### src/rtl/lsu_pkg.sv
// Shared definitions for the load/store controller: RV32I funct3 codes, FSM states
// and access-geometry helpers.
package lsu_pkg;

    localparam logic [2:0] F3_B  = 3'b000;
    localparam logic [2:0] F3_H  = 3'b001;
    localparam logic [2:0] F3_W  = 3'b010;
    localparam logic [2:0] F3_BU = 3'b100;
    localparam logic [2:0] F3_HU = 3'b101;

    typedef enum logic [1:0] {IDLE, ACC0, ACC1, RESP} lsu_state_e;

    function automatic logic [3:0] size_mask(input logic [2:0] f3);
        case (f3)
            F3_B, F3_BU: size_mask = 4'b0001;
            F3_H, F3_HU: size_mask = 4'b0011;
            default:     size_mask = 4'b1111;
        endcase
    endfunction

    // True when the access spills into the next memory word.
    function automatic logic crosses(input logic [2:0] f3, input logic [1:0] off);
        logic [7:0] be;
        be      = {4'b0000, size_mask(f3)} << off;
        crosses = |be[7:4];
    endfunction

endpackage

### src/rtl/lsu_align.sv
// Combinational lane alignment: byte enables and shifted write data for stores,
// realignment and sign/zero extension of load data.
module lsu_align
    import lsu_pkg::*;
(
    input  logic [2:0]  funct3,
    input  logic [1:0]  off,
    input  logic [31:0] wdata,
    input  logic [63:0] rdata64,
    output logic [7:0]  be64,
    output logic [63:0] wd64,
    output logic [31:0] rdata_ext
);

    logic [4:0]  sh;
    logic [31:0] rs;
    logic [31:0] rs_unused;

    always_comb begin
        sh              = {off, 3'b000};
        be64            = {4'b0000, size_mask(funct3)} << off;
        wd64            = {32'h0, wdata} << sh;
        {rs_unused, rs} = rdata64 >> sh;
        case (funct3)
            F3_B:    rdata_ext = {{24{rs[7]}}, rs[7:0]};
            F3_H:    rdata_ext = {{16{rs[15]}}, rs[15:0]};
            F3_W:    rdata_ext = rs;
            F3_BU:   rdata_ext = {24'h0, rs[7:0]};
            F3_HU:   rdata_ext = {16'h0, rs[15:0]};
            default: rdata_ext = '0;
        endcase
    end

endmodule

### src/rtl/lsu_ctrl.sv
// Load/store controller FSM between the MEM stage and word-organised data memory.
// Define LSU_MISALIGN_SPLIT_EN to allow misaligned H/W accesses (split over two words).
module lsu_ctrl
    import lsu_pkg::*;
#(
    parameter int ADDR_W = 5
) (
    input  logic              clk,
    input  logic              rst_n,
    input  logic              req_valid,
    output logic              req_ready,
    input  logic              req_we,
    input  logic [2:0]        req_funct3,
    input  logic [31:0]       req_addr,
    input  logic [31:0]       req_wdata,
    output logic              rsp_valid,
    output logic [31:0]       rsp_rdata,
    output logic              rsp_err,
    output logic              mem_we,
    output logic [3:0]        mem_be,
    output logic [ADDR_W-1:0] mem_addr,
    output logic [31:0]       mem_wdata,
    input  logic [31:0]       mem_rdata
);

    lsu_state_e        state_q, state_d;
    logic              we_q, err_q;
    logic [2:0]        f3_q;
    logic [ADDR_W+1:0] addr_q;
    logic [31:0]       wdata_q, lo_q, hi_q;
    logic [ADDR_W-1:0] addr_hold;
    logic [31:0]       wdata_hold;
    logic [ADDR_W-1:0] word;
    logic [7:0]        be64;
    logic [63:0]       wd64;
    logic [31:0]       rdata_ext;
    logic              f3_bad, high_err, misalign_err, top_err, req_err;

    assign word = addr_q[ADDR_W+1:2];

    lsu_align u_align (
        .funct3    (f3_q),
        .off       (addr_q[1:0]),
        .wdata     (wdata_q),
        .rdata64   ({hi_q, lo_q}),
        .be64      (be64),
        .wd64      (wd64),
        .rdata_ext (rdata_ext)
    );

    assign f3_bad   = !(req_funct3 inside {F3_B, F3_H, F3_W, F3_BU, F3_HU});
    assign high_err = |req_addr[31:ADDR_W+2];

`ifdef LSU_MISALIGN_SPLIT_EN
    assign misalign_err = 1'b0;
    assign top_err      = crosses(req_funct3, req_addr[1:0]) && (&req_addr[ADDR_W+1:2]);
`else
    assign misalign_err = ((req_funct3 == F3_H || req_funct3 == F3_HU) && req_addr[0])
                       || (req_funct3 == F3_W && req_addr[1:0] != 2'b00);
    assign top_err      = 1'b0;
`endif

    assign req_err = f3_bad || (req_we && req_funct3[2]) || high_err || misalign_err || top_err;

    always_comb begin
        state_d   = state_q;
        req_ready = 1'b0;
        rsp_valid = 1'b0;
        rsp_rdata = '0;
        rsp_err   = 1'b0;
        mem_we    = 1'b0;
        mem_be    = '0;
        mem_addr  = addr_hold;
        mem_wdata = wdata_hold;
        case (state_q)
            IDLE: begin
                req_ready = 1'b1;
                if (req_valid) state_d = req_err ? RESP : ACC0;
            end
            ACC0: begin
                mem_we    = we_q;
                mem_be    = be64[3:0];
                mem_addr  = word;
                mem_wdata = wd64[31:0];
`ifdef LSU_MISALIGN_SPLIT_EN
                state_d   = crosses(f3_q, addr_q[1:0]) ? ACC1 : RESP;
`else
                state_d   = RESP;
`endif
            end
            ACC1: begin
                mem_we    = we_q;
                mem_be    = be64[7:4];
                mem_addr  = word + 1'b1;
                mem_wdata = wd64[63:32];
                state_d   = RESP;
            end
            RESP: begin
                rsp_valid = 1'b1;
                rsp_err   = err_q;
                rsp_rdata = (err_q || we_q) ? '0 : rdata_ext;
                state_d   = IDLE;
            end
            default: state_d = IDLE;
        endcase
    end

    // mem_addr/mem_wdata keep the last driven value between accesses via the hold registers.
    always_ff @(posedge clk or negedge rst_n) begin
        if (!rst_n) begin
            state_q    <= IDLE;
            we_q       <= 1'b0;
            err_q      <= 1'b0;
            f3_q       <= '0;
            addr_q     <= '0;
            wdata_q    <= '0;
            lo_q       <= '0;
            hi_q       <= '0;
            addr_hold  <= '0;
            wdata_hold <= '0;
        end else begin
            state_q <= state_d;
            case (state_q)
                IDLE: begin
                    if (req_valid) begin
                        we_q    <= req_we;
                        f3_q    <= req_funct3;
                        addr_q  <= req_addr[ADDR_W+1:0];
                        wdata_q <= req_wdata;
                        err_q   <= req_err;
                        lo_q    <= '0;
                        hi_q    <= '0;
                    end
                end
                ACC0: begin
                    if (!we_q) lo_q <= mem_rdata;
                    addr_hold  <= mem_addr;
                    wdata_hold <= mem_wdata;
                end
                ACC1: begin
                    if (!we_q) hi_q <= mem_rdata;
                    addr_hold  <= mem_addr;
                    wdata_hold <= mem_wdata;
                end
                default: ;
            endcase
        end
    end

endmodule
### config.mk
export PLATFORM = sky130hd
export DESIGN_NAME = lsu_ctrl
export DESIGN_NICKNAME = d
export VERILOG_FILES = /design/src/rtl/lsu_pkg.sv /design/src/rtl/lsu_align.sv /design/src/rtl/lsu_ctrl.sv
export SDC_FILE = /design/constraint.sdc
export NUM_CORES = 1
export LEC_CHECK = 0
export ABC_AREA = 1
export CAP_MARGIN = 10
export CELL_PAD_IN_SITES_DETAIL_PLACEMENT = 1
export CELL_PAD_IN_SITES_GLOBAL_PLACEMENT = 2
export CORE_MARGIN = 2
export CORE_UTILIZATION = 31
export DETAILED_ROUTE_END_ITERATION = 8
export PLACE_DENSITY_LB_ADDON = 0.2
export SLEW_MARGIN = 20
export SYNTH_ARGS = -nofsm -noshare
export SYNTH_HDL_FRONTEND = slang
export SYNTH_HIERARCHICAL = 1
export SYNTH_SLANG_ARGS = --single-unit
### constraint.sdc
create_clock -name clk -period 5.5 [get_ports clk]
set_input_delay 1.65 -clock clk [delete_from_list [all_inputs] [get_ports clk]]
set_output_delay 1.65 -clock clk [all_outputs]
set_load 0.01 [all_outputs]
## Word-level counts from Yosys, hierarchy flattened

Index checks and enable logic that the tools add are counted.
W data, S select, Z words.

| storage, ports and cells | value |
|---|---|
| bits in latches | 0 |
| bits in registers | 147 |
| memories kept | 0 |
| logic and storage cells | 70 |
| memory bits (writable) | 0 |
| output and inout port bits | 77 |
| bits in read-only memories | 0 |

| operators by class | value |
|---|---|
| bitwise logic cells | 0 |
| multiplexer cells | 18 |
| multipliers | 0 |
| $add $sub $neg | 1 |
| order comparisons | 0 |
| reduce and logical (&&, ||, !) cells | 24 |
| eq/ne operators | 14 |
| divide/modulo/power cells | 0 |
| shift operators | 3 |

Operators by type and width:

| cell | count |
|---|---|
| $pmux W32 S2 | 3 |
| $pmux W32 S5 | 1 |
| $mux W32 | 4 |
| $shl A32 B5 Y64 | 1 |
| $shr A64 B5 Y32 | 1 |
| $reduce_or A25 Y1 | 1 |
| $pmux W4 S2 | 2 |
| $eq A3 B3 Y1 const B | 4 |
| $pmux W5 S2 | 1 |
| $shl A4 B2 Y8 | 1 |
| $eq A3 B1 Y1 const B | 2 |
| $eq A3 B2 Y1 const B | 2 |
| $logic_not A3 Y1 | 2 |
| $logic_or A1 B1 Y1 | 6 |
| $ne A2 B2 Y1 const B | 3 |
| $pmux W2 S3 | 1 |
| $reduce_and A3 Y1 | 2 |
| $reduce_bool A2 Y1 | 3 |
| $reduce_or A2 Y1 | 3 |
| $add A5 B1 Y5 const B | 1 |
| $reduce_bool A5 Y1 | 1 |
| $eq A2 B2 Y1 const B | 2 |
| $mux W1 | 4 |
| $mux W2 | 2 |
| other kinds (5) | 7 |

## Depth between registers and ports, before layout

Gate-level depths: netlist of run 1.

| logic depth | value |
|---|---|
| word-level depth | 9 |
| depth in mapped cells | 11 |
| gate-level depth less buffers | 9 |

## By module

The synthesis of run 1 kept the hierarchy.

Modules (own cells, without submodules):

| module | seq. area each (sq um) | instances | area an instance (sq um) | cells an instance |
|---|---|---|---|---|
| lsu_ctrl | 3678.5 | 1 | 6759.0 | 845 |
| lsu_align | 0.0 | 1 | 2322.2 | 499 |

## Worst setup path after synthesis of run 1

No wires, ideal clock.

| timing | value |
|---|---|
| path type | register to output |
| start | register state_q[0] |
| end | output mem_wdata[13] |
| required time | 3850 ps |
| cell stages (with the launch flop) | 7 |
| buffers on the path | 2 |
| arrival time | 1538 ps |
| setup slack | 2312 ps |
| path through | dfrtp_1 inv_1 ha_1 buf_2 clkbuf_1 nor2_1 a21oi_1 |

| between the ends | value |
|---|---|
| cells in the longest elaborated chain, start to end | 2 |
| elaborated cells between the ends (all ways) | 3 |
| those cells by class | eq/ne (2); mux (1) |

Ends and longest elaborated chain:

| item | RTL line | text |
|---|---|---|
| start: declaration | lsu_ctrl.sv:26 | `lsu_state_e state_q, state_d;` |
| start signal: assignment | lsu_ctrl.sv:122 | `state_q <= state_d;` |
| $eq A2 B2 Y1 or $eq A2 B1 Y1 (tied branches) | lsu_ctrl.sv:75 | `case (state_q)` |
| $pmux W32 S2 (*) | lsu_ctrl.sv:75 |  |
| end: declaration | lsu_ctrl.sv:22 | `output logic [31:0] mem_wdata,` |

Mark *: on every way between the ends. The rest lies on a longest branch, timed or not.

## Final worst setup path of run 1

| timing | value |
|---|---|
| start | register state_q[0] |
| end | output mem_wdata[8] |

The elaborated chain is that of the path after synthesis.

==> results of run 1 <==
-- power by group --
group          total, mW  switching (mW)  leakage, nW  internal [mW]
registers           1.68           0.266         1.78           1.42
logic               4.49            2.84         2.97           1.65
clock network       1.18           0.524        0.285          0.654
total               7.35            3.63         5.03           3.72
-- stage by stage --
step / power (mW) / area [µm²] / setup WS (ns)
3_5_place_dp: 6.18 / 10700 / 1.35
2_1_floorplan: 4.42 / 8800 / 2.31
6_report: 7.35 / 11300 / 0.916
5_1_grt: 8.01 / 11300 / 0.701
3_3_place_gp: 6.11 / 10700 / 1.35
4_1_cts: 7.40 / 11300 / 0.895
-- final cells by class --
type,count,area (µm²),share of cell area
Antenna cell,2,5.00,0.000442
Clock buffer,18,439,0.0388
Clock inverter,14,149,0.0132
Inverter,164,616,0.0544
Multi-Input combinational cell,922,4180,0.369
Sequential cell,139,3480,0.308
Tap cell,378,473,0.0418
Timing Repair Buffer,200,1980,0.175
-- how the worst max path moves through the flow --
stage          slack, ns             to  cells past startpoint
2_1_floorplan       2.31  mem_wdata[13]                      6
3_3_place_gp        1.35  rsp_rdata[19]                      9
3_5_place_dp        1.35  rsp_rdata[19]                      9
4_1_cts             0.90  rsp_rdata[19]                      9
5_1_grt             0.70  rsp_rdata[13]                      9
6_report            0.92   mem_wdata[8]                      7
-- metal layers --
metal	global-route usage	wire length [µm]
met1	0.347	17000
met4	0.0362	220
met2	0.319	12900
met5	0	0
met3	0.0369	1330
-- state kept, by name, indices dropped and copies added (netlist names) --
| register | flops |
|---|---|
| lo_q | 32 |
| wdata_hold | 32 |
| wdata_q | 32 |
| hi_q | 24 |
| addr_q | 7 |
| addr_hold | 5 |
| f3_q | 3 |
| state_q | 2 |
| err_q | 1 |
| we_q | 1 |
-- critical path: stages (launching register included) --
cell and delay, ns:
dfrtp_1 0.43, inv_1 0.11, ha_1 0.33, clkinv_1 0.18, buf_4 0.31, a21oi_1 0.10, a21oi_1 0.42, clkdlybuf4s50_1 0.63
==> results.py, run 1 <==
metrics = {
    "worst_hold_path": {
        "whs_endpoint": "wdata_q[18]",
        "hold_path_startpoint": "wdata_q[18]",
        "whs_path_depth": 2,
        "hold_path_class": "flop to flop",
    },
    "clocking": {
        "htreeDepth": 4,
        "clk_path_buf_depth": 2,
        "numCtsBuffers": 17,
        "cts_resized": 0,
        "insertion_delay_ns": 0.43,
        "cts_root_buffer": "clkbuf_16",
        "cts_setup_buffers": 0,
        "clk_pin_slew_ns": 0.07,
        "cts-hold-fix-buffers": 0,
        "cts_tree": "done",
        "clock_sinks": 139,
    },
    "sta": {
        "finalClockSkew_ns": 0.0159,
        "tightestPinTransition_ns": 0.942,
        "timing.hold.ws_ns": 0.486,
        "drv_slew": 0,
        "final.period_utilization": 0.833,
        "setup_viol": 0,
        "fin_tns_setup_ns": 0,
        "period_minus_slack_ns": 4.58,
        "hold_violations": 0,
        "rsz0062_at_grt": "no",
        "relSlewSlack": 0.370,
        "clock.fmax_mhz": 218,
    },
    "routing": {
        "avgRoutedWirePerCell_um": 17.1,
        "drt-pass1-iter-count": 6,
        "vias": 8882,
        "drt-total-wl_um": 31500,
        "drc": 0,
        "ant_nets": 0,
        "via_per_inst": 4.84,
        "drt_iter0_drc": 638,
    },
    "critical_path": {
        "rrSetupSlack_ns": 2.22,
        "end_kind": "output pin",
        "r2r_cells": 8,
        "startpoint_type": "flop",
        "path_max_fanout": 21,
        "cp.required_ns": 3.85,
        "rr_endpoint": "lo_q[13]",
        "crit_type": "flop to output pin",
        "rr_startpoint": "state_q[1]",
        "cp.arrival_ns": 2.93,
        "startpoint": "state_q[0]",
    },
    "run_status": {
        "status": "finished, final reports clean",
    },
    "cells_and_area": {
        "fillCellCount": 3536,
        "final_util": 0.406,
        "nets": 1554,
        "final_layout_size_suffix_gt1_frac": 0.0494,
        "area_growth_pct": 29.0,
        "fin_cells": 1837,
        "final_common_cell": "nand2_1",
        "final_cell_mix": "nand2_1 (342), clkdlybuf4s50_1 (178), inv_1 (158)",
    },
    "global_route": {
        "antenna_found_initial": 2,
        "grt_overflow": 0,
        "first_global_vias": 8896,
        "grt_first_pass_wirelength_um": 50500,
        "grt_max_degree": 110,
        "grt_util_all_layers": 0.221,
    },
    "floorplanning": {
        "coreArea_um2": 27900,
        "num_rows": 61,
        "dieHeight_um": 172,
        "start_util": 0.315,
        "pin_count": 180,
        "dieArea_um2": 29700,
        "dieWidth_um": 172,
    },
    "pwr": {
        "ir_worst_vdd_mv": 0.260,
        "power_density_nw_per_um2": 649,
        "p_leak_nw": 5.03,
    },
    "placed_design": {
        "dp_hpwl_um": 22400,
        "place_inst": 1803,
        "io_buffers": 179,
        "gp_congestion": 0.777,
    },
    "synth": {
        "syn_area_um2": 8770,
        "yosys_warnings": 6,
        "synthCells": 1312,
        "avgSynthCellArea_um2": 6.69,
    },
    "flow_run": {
        "maxCapViolCount": 0,
    },
}
No activity file was read; power rests on OpenSTA's default activity.
==> inputs of run 2 (changes only) <==
Settings changed: CORE_UTILIZATION 31 to 29.
Clock period 5.5 ns to 4.7 ns, I/O delays scaled along.
==> run 2 against run 1 <==
  * Hold slack worse by 0.0013 ns
  * Sequential power up 18%
  * Die area up 6.7%
  * Non-clock buffer count up 7
  * Sequential cell count unchanged
  * Global-route usage down 1.2 points
  * Clock skew down 0.0046 ns
  * First-iteration DRC count down 15%
  * Register-to-register slack worse by 0.48 ns
  * Via count up 0.20%
  * Critical path depth unchanged
==> results.py, run 2 (synthesis gave the netlist of run 1 again) <==
metrics = {
    "cells_and_area": {
        "final_common_cell": "nand2_1",
        "insertedDiodeCount": 0,
        "nets": 1561,
        "area_growth_pct": 29.9,
        "final_layout_size_suffix_gt1_frac": 0.0540,
        "stdcell_area_um2": 11400,
        "top_regs": "lo_q x32, wdata_hold x32, wdata_q x32",
        "final_util": 0.384,
        "final_cell_mix": "nand2_1 (342), clkdlybuf4s50_1 (178), inv_1 (158)",
        "fin_cells": 1854,
    },
    "clocking": {
        "cts_tree": "done",
        "cts_root_buffer": "clkbuf_16",
        "htreeDepth": 4,
        "clk_pin_slew_ns": 0.06,
        "clock_sinks": 139,
        "insertion_delay_ns": 0.43,
        "numCtsBuffers": 17,
        "clk_path_buf_depth": 2,
    },
    "global_route": {
        "grt_util_all_layers": 0.209,
        "grt_first_pass_wirelength_um": 50900,
        "grt_max_degree": 65,
        "antenna_found_initial": 1,
        "first_global_vias": 9012,
        "grt_overflow": 0,
    },
    "critical_path": {
        "cp.arrival_ns": 2.97,
        "rr_endpoint": "hi_q[19]",
        "r2r_cells": 8,
        "endpoint": "mem_addr[4]",
        "rrSetupSlack_ns": 1.74,
        "startpoint": "state_q[0]",
        "path_max_fanout": 20,
        "cp.required_ns": 3.29,
        "rr_startpoint": "state_q[0]",
        "end_kind": "output pin",
        "startpoint_type": "flop",
        "crit_type": "flop to output pin",
    },
    "sta": {
        "final.period_utilization": 0.931,
        "setup_ws_ns": 0.324,
        "period_minus_slack_ns": 4.38,
        "clock.fmax_mhz": 229,
        "drv_slew": 0,
        "hold_violations": 0,
        "tightestPinTransition_ns": 0.777,
        "finalClockSkew_ns": 0.0113,
        "relSlewSlack": 0.482,
        "fin_tns_setup_ns": 0,
        "setup_viol": 0,
        "rsz0062_at_grt": "no",
    },
    "placed_design": {
        "io_buffers": 179,
        "placed_area_um2": 10800,
        "dp_hpwl_um": 23100,
        "place_ws_ns": 0.508,
        "gp_congestion": 0.782,
        "place_inst": 1822,
    },
    "routing": {
        "ant_nets": 0,
        "drc": 0,
        "drt-total-wl_um": 32100,
        "vias": 8900,
        "via_per_inst": 4.80,
        "drt-pass1-iter-count": 5,
        "avgRoutedWirePerCell_um": 17.3,
        "drt_iter0_drc": 545,
    },
    "floorplanning": {
        "start_util": 0.295,
        "dieWidth_um": 178,
        "coreArea_um2": 29700,
        "dieHeight_um": 178,
        "num_rows": 63,
        "dieArea_um2": 31700,
        "pin_count": 180,
    },
    "worst_hold_path": {
        "hold_path_class": "flop to flop",
    },
    "pwr": {
        "p_leak_nw": 5.06,
        "ir_worst_vdd_mv": 0.367,
        "power_density_nw_per_um2": 759,
    },
    "run_status": {
        "status": "finished, final reports clean",
    },
    "flow_run": {
        "maxCapViolCount": 0,
    },
}
## run 2: cell count changes in the layout (fill, tap and decap cells not counted), sizes merged
cell | previous run | this run
buf | 22 | 29
inv | 172 | 164
clkinvlp | 2 | 7
clkinv | 3 | 4
clkbuf | 18 | 19
diode | 2 | 0
bufinv | 1 | 2
## run 2: how the worst min path moves through the flow
| stage | startpoint | end | slack (ns) | depth (start not counted) |
|---|---|---|---|---|
| 2_1_floorplan | addr_q[1] | addr_q[1] | 0.44 | 2 |
| 3_3_place_gp | wdata_q[17] | wdata_q[17] | 0.46 | 2 |
| 3_5_place_dp | wdata_q[0] | wdata_q[0] | 0.47 | 2 |
| 4_1_cts | wdata_q[0] | wdata_q[0] | 0.49 | 2 |
| 5_1_grt | wdata_q[23] | wdata_q[23] | 0.51 | 2 |
| 6_report | wdata_q[16] | wdata_q[16] | 0.48 | 2 |
## run 2: repair_timing
item / 4_1_cts / 5_1_grt
hold buffers: 0 / 0
gates resized for setup: 0 / 1
buffers inserted: 0 / 0
endpoints found under the setup margin: 0 / 2
## run 2: final cells by class
type	count	area (µm²)
inverter	164	619
clock buffer	19	443
multi-input combinational	922	4180
tap	390	488
clock inverter	13	145
fill	3748	18300
sequential	139	3480
timing repair buffer	207	2040
## run 2: where the power goes
part / leakage, nW / internal, mW / total, mW / switching [mW]
Combinational: 3.01 / 1.99 / 5.31 / 3.33
Clock: 0.268 / 0.798 / 1.36 / 0.558
Sequential: 1.78 / 1.66 / 1.98 / 0.316
## run 2: stage by stage
step	hold WS, ns	total power, mW
final	0.484	8.65
after global placement	0.462	7.22
after CTS	0.487	8.72
after detailed placement	0.471	7.31
after global routing	0.512	9.44
after floorplan	0.444	5.17
## run 2: layer usage
| metal | up-vias | GRT usage | part of all wire |
|---|---|---|---|
| met3 | 14 | 0.0373 | 0.051 |
| met2 | 211 | 0.306 | 0.42 |
| met5 | - | 0 | 0.00040 |
| met4 | 2 | 0.0430 | 0.0081 |
| li1 | 4411 | - | - |
| met1 | 4262 | 0.318 | 0.52 |
## run 2: critical path, cell delays in order (launching register included)
cell and delay [ns]:
dfrtp_1 0.44, inv_1 0.11, ha_1 0.36, clkinvlp_4 0.42, buf_4 0.33, a21oi_1 0.18, a22o_1 0.17, clkdlybuf4s50_1 0.54
==> inputs of run 3 (changes only) <==
Settings changed: CTS_CLUSTER_SIZE from default to 8, PLACE_DENSITY_LB_ADDON 0.2 to 0.12.
==> run 3 against run 2 <==
  * Utilization up 0.17 points
  * Count of clock-buffer cells in the layout decreased by 1
  * Register-to-register slack worse by 0.32 ns
  * First-iteration DRC count grew 2.2%
  * Design area rose by 0.44%
  * Sequential share of layout area is 0.13 points lower
  * Sequential cell count did not move
  * Combinational power about the same
  * Sequential power barely moved
==> results.py, run 3 (synthesis gave the netlist of run 1 again) <==
metrics = {
    "floorplanning": {
        "dieWidth_um": 178,
        "num_rows": 63,
        "start_util": 0.295,
        "coreArea_um2": 29700,
        "dieHeight_um": 178,
        "pin_count": 180,
        "dieArea_um2": 31700,
    },
    "placed_design": {
        "io_buffers": 179,
        "gp_congestion": 0.790,
        "placed_area_um2": 10800,
        "dp_hpwl_um": 23000,
    },
    "cells_and_area": {
        "area_growth_pct": 30.5,
        "final_layout_size_suffix_gt1_frac": 0.0501,
        "nets": 1555,
        "final_common_cell": "nand2_1",
        "top_regs": "lo_q x32, wdata_hold x32, wdata_q x32",
        "stdcell_area_um2": 11400,
        "final_cell_mix": "nand2_1 (342), clkdlybuf4s50_1 (178), inv_1 (158)",
    },
    "critical_path": {
        "rr_endpoint": "lo_q[18]",
        "rr_startpoint": "state_q[1]",
        "crit_type": "flop to output pin",
        "startpoint_type": "flop",
        "worstPathCellList": "inv_1 > ha_2 > inv_1 > o21ai_0 > a22o_1 > clkdlybuf4s50_1",
        "cp.arrival_ns": 2.87,
        "critPathTopFamily": "buffers and inverters",
        "startpoint": "state_q[1]",
        "worst-path-buf-inv": 3,
        "max_stage_delay_ns": 0.72,
        "path_max_fanout": 30,
        "rrSetupSlack_ns": 1.42,
        "slowest_stage": "ha_2",
        "crit_path_frequent_cell": "inv_1",
        "endpoint": "mem_addr[4]",
        "r2r_cells": 8,
        "end_kind": "output pin",
        "path_depth": 6,
        "cp.required_ns": 3.29,
    },
    "pwr": {
        "p_switching_mw": 4.26,
        "power_density_nw_per_um2": 770,
        "ir_worst_vdd_mv": 0.303,
        "seq_power_share": 0.225,
        "power_frac_comb": 0.603,
        "clock_power_share": 0.171,
        "p_sw_frac": 0.483,
        "intPower_mw": 4.56,
        "p_leak_nw": 5.08,
    },
    "routing": {
        "drt_iter0_drc": 557,
        "via_per_inst": 4.87,
        "ant_nets": 0,
        "drt-pass1-iter-count": 5,
        "drc": 0,
        "vias": 8998,
        "drt-total-wl_um": 32500,
        "avgRoutedWirePerCell_um": 17.6,
    },
    "sta": {
        "rsz0062_at_grt": "no",
        "tightestPinTransition_ns": 0.798,
        "relSlewSlack": 0.468,
        "finalClockSkew_ns": 0.0124,
        "period_minus_slack_ns": 4.28,
        "hold_violations": 0,
        "clock.fmax_mhz": 233,
        "drv_slew": 0,
        "fin_tns_setup_ns": 0,
        "final.period_utilization": 0.911,
        "setup_viol": 0,
    },
    "global_route": {
        "grt_util_all_layers": 0.212,
        "grt_overflow": 0,
        "grt_first_pass_wirelength_um": 51500,
        "first_global_vias": 8915,
        "antenna_found_initial": 1,
        "grt_max_degree": 95,
    },
    "worst_hold_path": {
        "hold_path_class": "flop to flop",
    },
    "clocking": {
        "clock_sinks": 139,
        "cts_tree": "done",
        "cts_setup_buffers": 0,
        "htreeDepth": 4,
        "clk_path_buf_depth": 2,
        "insertion_delay_ns": 0.43,
        "clk_pin_slew_ns": 0.06,
        "cts-hold-fix-buffers": 0,
        "cts_root_buffer": "clkbuf_16",
        "numCtsBuffers": 17,
        "cts_resized": 0,
    },
    "flow_run": {
        "maxCapViolCount": 0,
    },
    "run_status": {
        "status": "finished, final reports clean",
    },
}
[run 3: final cells by class]
| class | count | area [µm²] |
|---|---|---|
| antenna | 1 | 2.50 |
| clock buffer | 18 | 439 |
| clock inverter | 14 | 208 |
| fill | 3790 | 18300 |
| inverter | 164 | 616 |
| multi-input combinational | 922 | 4180 |
| sequential | 139 | 3480 |
| tap | 390 | 488 |
| timing repair buffer | 201 | 2030 |
[run 3: power by group through the flow]
stage	Combinational [mW]	Clock, mW	Sequential [mW]
2_1_floorplan	3.30	0	1.87
3_3_place_gp	5.28	0	1.99
3_5_place_dp	5.32	0	2.01
4_1_cts	5.36	1.55	1.99
5_1_grt	5.94	1.60	2.05
6_report	5.32	1.51	1.99
[run 3: how the worst min path moves through the flow]
stage	startpoint	end	cells past startpoint
4_1_cts	wdata_q[7]	wdata_q[7]	2
6_report	wdata_q[7]	wdata_q[7]	2
2_1_floorplan	addr_q[1]	addr_q[1]	2
3_3_place_gp	wdata_q[18]	wdata_q[18]	2
3_5_place_dp	wdata_q[7]	wdata_q[7]	2
5_1_grt	wdata_q[18]	wdata_q[18]	2
[run 3: worst min-delay path: cells and delay by family, from the launching register on]
| family | cells | cell delay (ns) |
|---|---|---|
| flops | 1 | 0.34 |
| simple gates | 2 | 0.10 |
[run 3: per-layer routing]
metal / track usage / part of all wire / up-vias
li1: - / - / 4407
met1: 0.332 / 0.54 / 4369
met2: 0.298 / 0.40 / 208
met3: 0.0467 / 0.053 / 14
met4: 0.0345 / 0.0068 / 0
met5: 0 / 0 / -
[run 3: through the flow]
stage	power (mW)	cells	hold slack (ns)	util	setup slack [ns]
after floorplan	5.17	1320	0.444	-	1.75
after global placement	7.27	1816	0.465	0.363	0.903
after detailed placement	7.33	1816	0.466	0.363	0.856
after CTS	8.90	1848	0.484	0.385	0.379
after global routing	9.59	1848	0.513	0.385	0.178
final	8.82	1849	0.479	0.385	0.416
